[config.mk]
export PLATFORM = sky130hd
export DESIGN_NAME = ps2_kbd_rx
export DESIGN_NICKNAME = d
export VERILOG_FILES = /design/src/rtl/ps2_pkg.sv /design/src/rtl/ps2_byte_fifo.sv /design/src/rtl/ps2_kbd_rx.sv
export SDC_FILE = /design/constraint.sdc
export NUM_CORES = 1
export LEC_CHECK = 0
export BUFFER_PORTS_ARGS = -buffer_cell sky130_fd_sc_hd__clkbuf_2
export CAP_MARGIN = 0
export CORE_AREA = 2 2 113 71
export DETAILED_ROUTE_END_ITERATION = 8
export DIE_AREA = 0 0 115 73
export PLACE_DENSITY = 0.82
export SYNTH_ARGS = -nofsm -noshare
export SYNTH_HDL_FRONTEND = slang
export SYNTH_SLANG_ARGS = --single-unit
[constraint.sdc]
create_clock -name clk -period 6 [get_ports clk]
set_input_delay 1.5 -clock clk [delete_from_list [all_inputs] [get_ports clk]]
set_output_delay 1.5 -clock clk [all_outputs]
set_load 0.1 [all_outputs]
[src/rtl/ps2_pkg.sv]
// ps2_pkg
// Shared definitions for the PS/2 receive path:
//   ps2_state_t         - deframing FSM states
//   PS2_FRAME_BITS      - bits per PS/2 frame (start, 8 data, parity, stop)
//   PS2_DATA_BITS       - data bits carried by one frame
//   DEFAULT_FILTER_LEN  - default clock-filter length in clk cycles
//   DEFAULT_TIMEOUT     - default in-frame watchdog limit in clk cycles
//   odd_parity_ok()     - 1 when byte plus parity bit hold an odd number of ones
package ps2_pkg;

  typedef enum logic [1:0] {
    ST_IDLE,
    ST_DATA,
    ST_PARITY,
    ST_STOP
  } ps2_state_t;

  localparam int PS2_FRAME_BITS     = 11;
  localparam int PS2_DATA_BITS      = PS2_FRAME_BITS - 3;
  localparam int DEFAULT_FILTER_LEN = 4;
  localparam int DEFAULT_TIMEOUT    = 5000;

  function automatic logic odd_parity_ok(input logic [7:0] byte_val, input logic par);
    return ^{byte_val, par};
  endfunction

endpackage

[src/rtl/ps2_byte_fifo.sv]
// ps2_byte_fifo
// Small synchronous FIFO with show-ahead output.
//   clk, rst  - clock and synchronous active-high reset
//   push, din - write request and write data (ignored while full unless popping)
//   pop       - read request (ignored while empty)
//   dout      - head entry, forced to 0 while empty
//   full      - no free entry
//   empty     - no stored entry
module ps2_byte_fifo #(
  parameter int DEPTH = 8,
  parameter int WIDTH = 8
) (
  input  logic             clk,
  input  logic             rst,
  input  logic             push,
  input  logic [WIDTH-1:0] din,
  input  logic             pop,
  output logic [WIDTH-1:0] dout,
  output logic             full,
  output logic             empty
);

  localparam int AW = $clog2(DEPTH);

  logic [AW:0]      wr_ptr;
  logic [AW:0]      rd_ptr;
  logic [WIDTH-1:0] mem [DEPTH];
  logic             do_pop;
  logic             do_push;

  // Pointers carry one extra wrap bit so full and empty are distinguishable.
  assign empty   = (wr_ptr == rd_ptr);
  assign full    = (wr_ptr[AW] != rd_ptr[AW]) && (wr_ptr[AW-1:0] == rd_ptr[AW-1:0]);
  assign do_pop  = pop && !empty;
  // A pop in the same cycle frees the slot, so a push into a full FIFO still lands.
  assign do_push = push && (!full || do_pop);
  assign dout    = empty ? '0 : mem[rd_ptr[AW-1:0]];

  always_ff @(posedge clk) begin
    if (rst) begin
      wr_ptr <= '0;
      rd_ptr <= '0;
    end else begin
      if (do_push) wr_ptr <= wr_ptr + (AW+1)'(1);
      if (do_pop)  rd_ptr <= rd_ptr + (AW+1)'(1);
    end
  end

  always_ff @(posedge clk) begin
    if (do_push) mem[wr_ptr[AW-1:0]] <= din;
  end

endmodule

[src/rtl/ps2_kbd_rx.sv]
// ps2_kbd_rx
// PS/2 keyboard receiver: synchronises and deglitches the device clock,
// deframes 11-bit frames and queues good scan-code bytes for the IO bus.
//   clk, rst  - system clock, synchronous active-high reset
//   ps2_clk   - raw PS/2 clock pin (asynchronous)
//   ps2_data  - raw PS/2 data pin (asynchronous)
//   rd        - one-cycle pop strobe from the IO bus
//   clr_err   - clears frame_err and overflow (a new error in the same cycle wins)
//   data      - FIFO head byte, valid while ready
//   ready     - FIFO non-empty
//   frame_err - sticky: a frame was rejected (parity, stop bit or timeout)
//   overflow  - sticky: a good byte was dropped because the FIFO was full
module ps2_kbd_rx
  import ps2_pkg::*;
#(
  parameter int FILTER_LEN = DEFAULT_FILTER_LEN,
  parameter int TIMEOUT    = DEFAULT_TIMEOUT,
  parameter int FIFO_DEPTH = 8
) (
  input  logic       clk,
  input  logic       rst,
  input  logic       ps2_clk,
  input  logic       ps2_data,
  input  logic       rd,
  input  logic       clr_err,
  output logic [7:0] data,
  output logic       ready,
  output logic       frame_err,
  output logic       overflow
);

  localparam int FW = $clog2(FILTER_LEN + 1);
  localparam int WW = $clog2(TIMEOUT + 1);
  localparam logic [FW-1:0] FILT_LAST = FW'(FILTER_LEN - 1);
  localparam logic [WW-1:0] WDOG_LAST = WW'(TIMEOUT - 1);
  localparam logic [2:0]    BIT_LAST  = 3'(PS2_DATA_BITS - 1);

  logic          clk_s1, clk_s2, dat_s1, dat_s2;
  logic          fclk;
  logic [FW-1:0] filt_cnt;
  logic          strobe;
  ps2_state_t    state;
  logic [2:0]    bit_cnt;
  logic [7:0]    shreg;
  logic          par_bit;
  logic [WW-1:0] wdog;
  logic          stop_ok, stop_bad, timeout_hit;
  logic          fifo_full, fifo_empty, fifo_drop;

  // Idle-high synchronisers so reset does not look like a falling edge.
  always_ff @(posedge clk) begin
    if (rst) begin
      clk_s1 <= 1'b1;
      clk_s2 <= 1'b1;
      dat_s1 <= 1'b1;
      dat_s2 <= 1'b1;
    end else begin
      clk_s1 <= ps2_clk;
      clk_s2 <= clk_s1;
      dat_s1 <= ps2_data;
      dat_s2 <= dat_s1;
    end
  end

  // The filtered clock only follows after FILTER_LEN consecutive differing
  // samples; strobe is registered together with the falling fclk.
  always_ff @(posedge clk) begin
    if (rst) begin
      fclk     <= 1'b1;
      filt_cnt <= '0;
      strobe   <= 1'b0;
    end else begin
      strobe <= 1'b0;
      if (clk_s2 != fclk) begin
        if (filt_cnt == FILT_LAST) begin
          fclk     <= clk_s2;
          filt_cnt <= '0;
          strobe   <= ~clk_s2;
        end else begin
          filt_cnt <= filt_cnt + FW'(1);
        end
      end else begin
        filt_cnt <= '0;
      end
    end
  end

  // Push is combinational so the byte is written at the edge ending the STOP strobe.
  assign stop_ok     = strobe && (state == ST_STOP) && dat_s2 && odd_parity_ok(shreg, par_bit);
  assign stop_bad    = strobe && (state == ST_STOP) && !stop_ok;
  assign timeout_hit = (state != ST_IDLE) && !strobe && (wdog == WDOG_LAST);
  assign fifo_drop   = stop_ok && fifo_full && !(rd && !fifo_empty);

  always_ff @(posedge clk) begin
    if (rst) begin
      state   <= ST_IDLE;
      bit_cnt <= '0;
      shreg   <= '0;
      par_bit <= 1'b0;
      wdog    <= '0;
    end else begin
      if (state == ST_IDLE || strobe) wdog <= '0;
      else                            wdog <= wdog + WW'(1);

      if (timeout_hit) begin
        state <= ST_IDLE;
      end else if (strobe) begin
        case (state)
          ST_IDLE: begin
            if (!dat_s2) begin
              state   <= ST_DATA;
              bit_cnt <= '0;
            end
          end
          ST_DATA: begin
            shreg   <= {dat_s2, shreg[7:1]};
            bit_cnt <= bit_cnt + 3'd1;
            if (bit_cnt == BIT_LAST) state <= ST_PARITY;
          end
          ST_PARITY: begin
            par_bit <= dat_s2;
            state   <= ST_STOP;
          end
          ST_STOP: state <= ST_IDLE;
          default: state <= ST_IDLE;
        endcase
      end
    end
  end

  always_ff @(posedge clk) begin
    if (rst) begin
      frame_err <= 1'b0;
      overflow  <= 1'b0;
    end else begin
      if (stop_bad || timeout_hit) frame_err <= 1'b1;
      else if (clr_err)            frame_err <= 1'b0;
      if (fifo_drop)               overflow  <= 1'b1;
      else if (clr_err)            overflow  <= 1'b0;
    end
  end

  ps2_byte_fifo #(
    .DEPTH (FIFO_DEPTH),
    .WIDTH (8)
  ) u_fifo (
    .clk   (clk),
    .rst   (rst),
    .push  (stop_ok),
    .din   (shreg),
    .pop   (rd),
    .dout  (data),
    .full  (fifo_full),
    .empty (fifo_empty)
  );

  assign ready = !fifo_empty;

endmodule
==> flow_metrics.tcl, run 1 <==
set metrics [dict create \
    outcome "finished clean" \
    cp_max_fo 16 \
    crit_type "reg -> out" \
    dpl.hpwl_um 5660 \
    synth_compound_area_share_pct 4.12 \
    wirelength_um 9670 \
    synth_area_per_cell_sq_um 13.4 \
    drt_iter0_markers 318 \
    clk_pin_slew_worst_paths_ns 0.05 \
    yosysTopAreaCellShare_pct 41.1 \
    p_leak_nw 1.85 \
    fin_setup_tns_ns 0 \
    reg2reg_depth 5 \
    hold_violations 0 \
    drv_slew 0 \
    place_inst 450 \
    fin_total_pwr_mw 1.79 \
    synth_edf_count 64 \
    cp.required_ns 4.50 \
    gr-total-overflow 0 \
    r2r-start "shreg[1]$_SDFFE_PP0P_" \
    r2r_slack_ns 2.80 \
    fin_area_sq_mm 0.00539 \
    synthTopCellsByArea "edfxtp_1, dfxtp_1, mux4_2" \
    clk_latency_ns 0.41 \
    placed_area_sq_mm 0.00481 \
    synth_top_family_by_area "simple AND/OR/NAND/NOR gates" \
    root_buffer "clkbuf_16" \
    synth-xor-area-share_pct 5.00 \
    cp-endpoint "data[7]" \
    tightest_slew_ns 1.07 \
    cts.hold.buffers_added 0 \
    tritoncts "done" \
    synthFlopType "edfxtp_1" \
    initial_core_util_pct 62.3 \
    rsz0062_at_grt "no" \
    fmax_mhz 232 \
    finClkSkew_ns 0.00743 \
    gr-usage-all-layers_pct 25.5 \
    die_w_um 115 \
    final.min_clock_period_ns 4.30 \
    synth_area_leader_cell "edfxtp_1" \
    ir_worst_vdd_mv 0.230 \
    drc 0 \
    startpoint_type "flop" \
    rows 25 \
    synthMuxAreaShare_pct 10.4 \
    diodes 0 \
    avgViaCountPerCell 6.12 \
    antenna_found_initial 0 \
    maxCapViolations 0 \
    wl_per_cell_um 20.1 \
    ys_ff_latch 113 \
    cts_max_level 4 \
    syn-cell-area_sq_mm 0.00468 \
    grt_max_degree 37 \
    critical_path_arrival_ns 2.80 \
    ioPinCount 17 \
    first_global_vias 2811 \
    cts.sinks 113 \
    final_cells 482 \
    finalSetupViolCount 0 \
    synth-adder-area-share_pct 2.94 \
    grt_pass1_wl_um 15200 \
    ant_nets 0 \
    portBuffers 16 \
    globalplace.congestion 0.843 \
    yosysWarningCount 0 \
    fin_nets 392 \
    first_pass_iters 5 \
    cts_setup_buffers 0 \
    die_y_um 73 \
    core_sq_mm 0.00751 \
    numCtsBuffers 17 \
    drive_above_1_share_pct 18.8 \
    utilization_pct 71.8 \
    syn_nets 367 \
    hp-class "reg -> reg" \
    endpoint_kind "output pin" \
    async_flop_share_pct 0 \
    syn_inst 350 \
    area_delta_synth_final_pct 15.2 \
    power_density_mw_per_mm2 333 \
    die_area_sq_mm 0.00840 \
    synthDistinctLibCells 45 \
    via_count 2952 \
    timing.rr.end "u_fifo.mem[6][5]$_DFFE_PP_" \
    cts-resized-gates 0 \
    fin_crit_sh_pct 71.7 \
    cts.path.max_buffers 2 \
    yosysSeqAreaShare_pct 62.1 \
    synthSimpleGateAreaFrac_pct 12.4 \
    max-slew-margin-rel_pct 28.9 \
]
==> layout make-up <==
type | count | area (sq um)
Clock buffer | 18 | 429
Clock inverter | 14 | 146
Fill cell | 463 | 2120
Inverter | 9 | 33.8
Multi-Input combinational cell | 212 | 1630
Sequential cell | 113 | 2900
Tap cell | 94 | 118
Timing Repair Buffer | 22 | 125
==> per-layer routing <==
| metal | GRT usage, % | wire (um) | share of wire (%) | vias to the layer above |
|---|---|---|---|---|
| li1 | - | - | - | 1345 |
| met1 | 31.6 | 3940 | 41 | 1406 |
| met2 | 41.4 | 4570 | 47 | 159 |
| met3 | 9.14 | 840 | 8.7 | 42 |
| met4 | 10.0 | 314 | 3.2 | 0 |
| met5 | 0 | 0 | 0 | - |
==> worst max-delay path: stages, from the launching register on <==
cell      delay, ns
dfxtp_1        1.02
mux4_2         0.64
mux2i_1        0.22
nor2_1         0.09
clkbuf_2       0.42
==> cell usage in the layout, fill, tap and decap left out, types with 2 or more instances in the layout <==
| cell | Yosys | routed |
|---|---|---|
| a21oi_1 | 20 | 20 |
| a32oi_1 | 2 | 2 |
| and3_1 | 2 | 2 |
| buf_4 | 1 | 6 |
| bufinv_16 | 0 | 3 |
| clkbuf_16 | 0 | 17 |
| clkbuf_2 | 0 | 16 |
| clkinv_1 | 0 | 3 |
| clkinv_2 | 0 | 6 |
| clkinvlp_4 | 0 | 2 |
| dfxtp_1 | 49 | 49 |
| edfxtp_1 | 64 | 64 |
| ha_1 | 11 | 11 |
| inv_1 | 8 | 8 |
| mux2i_1 | 10 | 10 |
| mux4_2 | 16 | 16 |
| nand2_1 | 21 | 21 |
| nand2b_1 | 4 | 4 |
| nand3_1 | 17 | 17 |
| nand4_1 | 7 | 7 |
| nor2_1 | 32 | 32 |
| nor2b_1 | 4 | 4 |
| nor3_1 | 10 | 10 |
| nor4_1 | 2 | 2 |
| o21ai_0 | 2 | 2 |
| o21ai_1 | 5 | 5 |
| or2_1 | 4 | 4 |
| or3_1 | 9 | 9 |
| xnor2_1 | 9 | 9 |
| xor2_1 | 10 | 10 |
==> per-stage QoR <==
| stage | hold WS, ns | setup WS (ns) |
|---|---|---|
| after global placement | 0.390 | 2.21 |
| final | 0.403 | 1.70 |
| after CTS | 0.403 | 1.64 |
| after floorplan | 0.383 | 2.00 |
| after detailed placement | 0.392 | 2.17 |
| after global routing | 0.426 | 1.52 |
==> flip-flops by register name (all words and copies together), names as in the netlist, named ones only <==
signal         flops
dat_s1             1
clk_s2             1
clk_s1             1
par_bit            1
u_fifo.rd_ptr      4
u_fifo.wr_ptr      4
state              2
filt_cnt           3
fclk               1
overflow           1
strobe             1
dat_s2             1
bit_cnt            3
shreg              8
u_fifo.mem        64
wdog              13
frame_err          1
==> power breakdown <==
part           switching (mW)  internal [mW]
combinational         0.00517        0.00250
sequential           0.000823          0.812
clock                   0.330          0.641
==> cell families after synthesis <==
| logic type | after synthesis |
|---|---|
| adders and majority gates | 11 |
| AOI/OAI and AO/OA | 34 |
| muxes | 28 |
| and+or+nand+nor | 117 |
| buffers and inverters | 25 |
| DFF | 113 |
| xor gates and xnor gates | 22 |
==> worst min path at each step <==
stage / from / endpoint / cells after the start
after floorplan: clk_s1$_SDFF_PP1_ / clk_s2$_SDFF_PP1_ / 1
after global placement: dat_s1$_SDFF_PP1_ / dat_s2$_SDFF_PP1_ / 1
after detailed placement: dat_s1$_SDFF_PP1_ / dat_s2$_SDFF_PP1_ / 1
after CTS: dat_s1$_SDFF_PP1_ / dat_s2$_SDFF_PP1_ / 1
after global routing: clk_s1$_SDFF_PP1_ / clk_s2$_SDFF_PP1_ / 1
final: dat_s1$_SDFF_PP1_ / dat_s2$_SDFF_PP1_ / 1
==> cells in the mapped netlist, types with 2 or more instances <==
master	number
a21oi_1	20
a32oi_1	2
and3_1	2
buf_1	2
buf_6	4
clkbuf_1	7
dfxtp_1	49
edfxtp_1	64
ha_1	11
inv_1	8
mux2i_1	10
mux4_2	16
nand2_1	21
nand2b_1	4
nand3_1	17
nand4_1	7
nor2_1	32
nor2b_1	4
nor3_1	10
nor4_1	2
o21ai_0	2
o21ai_1	5
or2_1	4
or3_1	9
xnor2_1	9
xor2_1	10
No activity file was read; power rests on OpenSTA's default activity.
==> run 2: changes to the inputs <==
- CORE_AREA: 2 2 113 71 -> 2 2 123 77
- DIE_AREA: 0 0 115 73 -> 0 0 125 79
- PLACE_DENSITY: 0.82 -> 0.73
- clock period: 6 -> 3.8 ns (I/O delays scaled with it)
==> run 2 against run 1 <==
Net effect: sequential share of layout area hardly changed; sequential power grew 57%; cell count increased by 5.2%.
==> flow_metrics.tcl, run 2 (synthesized netlist as in run 1, its figures left out) <==
set metrics [dict create \
    final_cell_mix "edfxtp_1, dfxtp_1, nor2_1" \
    hp-class "reg -> reg" \
    diodes 0 \
    die_y_um 79 \
    rows 27 \
    first_global_vias 2666 \
    initial_core_util_pct 52.8 \
    fin_crit_sh_pct 86.0 \
    cts.path.max_buffers 2 \
    root_buffer "clkbuf_16" \
    cts.hold.buffers_added 0 \
    max-slew-margin-rel_pct 39.3 \
    critical_path_arrival_ns 2.32 \
    grt_max_degree 37 \
    core_sq_mm 0.00885 \
    cts.sinks 113 \
    finalSetupViolCount 0 \
    cp_num_buf_inv 2 \
    ant_nets 0 \
    antenna_found_initial 0 \
    clk_latency_ns 0.41 \
    clk_pin_slew_worst_paths_ns 0.05 \
    cts_max_level 4 \
    ir_worst_vdd_mv 0.241 \
    fillCellCount 663 \
    r2r-start "shreg[2]$_SDFFE_PP0P_" \
    via_count 2824 \
    wl_per_cell_um 17.4 \
    endpoint_kind "output pin" \
    finClkSkew_ns 0.00789 \
    grt_pass1_wl_um 14300 \
    final.min_clock_period_ns 3.27 \
    gr-total-overflow 0 \
    hold_violations 0 \
    crit_type "reg -> out" \
    hold_end "dat_s2$_SDFF_PP1_" \
    area_delta_synth_final_pct 15.1 \
    globalplace.congestion 0.756 \
    wl_met2_um 3840 \
    numCtsBuffers 17 \
    timing.rr.end "u_fifo.mem[6][4]$_DFFE_PP_" \
    fin_nets 395 \
    wl_met1_um 4090 \
    rsz0062_at_grt "no" \
    drc 0 \
    tightest_slew_ns 0.907 \
    die_area_sq_mm 0.00988 \
    cts_setup_buffers 0 \
    cpPeakStageDelay_ns 0.59 \
    die_w_um 125 \
    wirelength_um 8830 \
    dpl.hpwl_um 5790 \
    maxCapViolations 0 \
    gr-usage-all-layers_pct 19.6 \
    cp_max_fo 9 \
    utilization_pct 60.8 \
    power_density_mw_per_mm2 498 \
    hold_path_depth 1 \
    startpoint_type "flop" \
    reg2reg_depth 5 \
    drv_slew 0 \
    cts-resized-gates 0 \
    highest_layer "met4" \
    portBuffers 16 \
    avgViaCountPerCell 5.57 \
    first_pass_iters 5 \
    r2r_slack_ns 0.87 \
    fin_setup_tns_ns 0 \
    fmax_mhz 306 \
    drive_above_1_share_pct 18.7 \
    outcome "finished clean" \
    ioPinCount 17 \
    cpLargestDelayFamily "simple AND/OR/NAND/NOR gates" \
    largest_register_ffs 64 \
    holdCritStartpoint "dat_s1$_SDFF_PP1_" \
    cp.required_ns 2.85 \
    wl_met3_um 789 \
    tritoncts "done" \
    cpMaxStageDelayCell "nor2b_1" \
    p_leak_nw 1.84 \
    path_cells "xnor2_1, nand3_2, nor2b_1, inv_2, clkbuf_2" \
    drt_iter0_markers 368 \
    final_common_cell "edfxtp_1" \
]
[run 2: cell types whose count changed in the layout (fill, tap and decap cells not counted)]
cell        before  now
clkbuf_1         1    7
buf_4            6    9
bufinv_16        3    0
clkinv_1         3    0
clkbuf_16       17   18
clkbuf_8         0    1
clkinv_2         6    5
clkinvlp_4       2    1
[run 2: metrics by stage]
stage / total power [mW] / hold WS (ns) / instances / setup WS [ns] / cell area [sq um]
after CTS: 2.69 / 0.408 / 507 / 0.496 / 5380
after global placement: 1.32 / 0.391 / 475 / 0.975 / 4860
after global routing: 2.76 / 0.429 / 507 / 0.315 / 5380
after floorplan: 1.32 / 0.383 / 350 / 0.354 / 4680
after detailed placement: 1.32 / 0.393 / 475 / 0.908 / 4860
final: 2.68 / 0.406 / 507 / 0.532 / 5380
[run 2: how the worst max path moves through the flow]
stage | start | endpoint | slack, ns | cells past startpoint
6_report | u_fifo.wr_ptr[1]$_SDFFE_PP0P_ | ready | 0.53 | 5
3_5_place_dp | shreg[2]$_SDFFE_PP0P_ | u_fifo.mem[6][4]$_DFFE_PP_ | 0.91 | 5
2_1_floorplan | flop | data[5] | 0.35 | 5
4_1_cts | u_fifo.wr_ptr[1]$_SDFFE_PP0P_ | ready | 0.50 | 5
5_1_grt | u_fifo.wr_ptr[2]$_SDFFE_PP0P_ | ready | 0.31 | 5
3_3_place_gp | u_fifo.wr_ptr[2]$_SDFFE_PP0P_ | ready | 0.97 | 5
[run 2: where the power goes]
part / total, mW / switching [mW] / leakage [nW] / internal, mW
sequential: 1.28 / 0.00139 / 0.988 / 1.28
combinational: 0.0122 / 0.00820 / 0.596 / 0.00396
clock: 1.38 / 0.503 / 0.257 / 0.880
[run 2: layout make-up]
class	instances	area [sq um]	share of cell area, %
flip-flops and latches	113	2900	53.9
multi-input cells	212	1630	30.3
clock buffers	26	490	9.11
repair buffers	25	148	2.74
well taps	116	145	2.70
inverters	9	33.8	0.627
clock inverters	6	32.5	0.604
[run 2: routing by layer]
metal | vias up | GRT usage (%)
met5 | - | 0
met4 | 0 | 8.78
met3 | 10 | 6.60
met2 | 102 | 27.2
met1 | 1366 | 28.2
li1 | 1346 | -
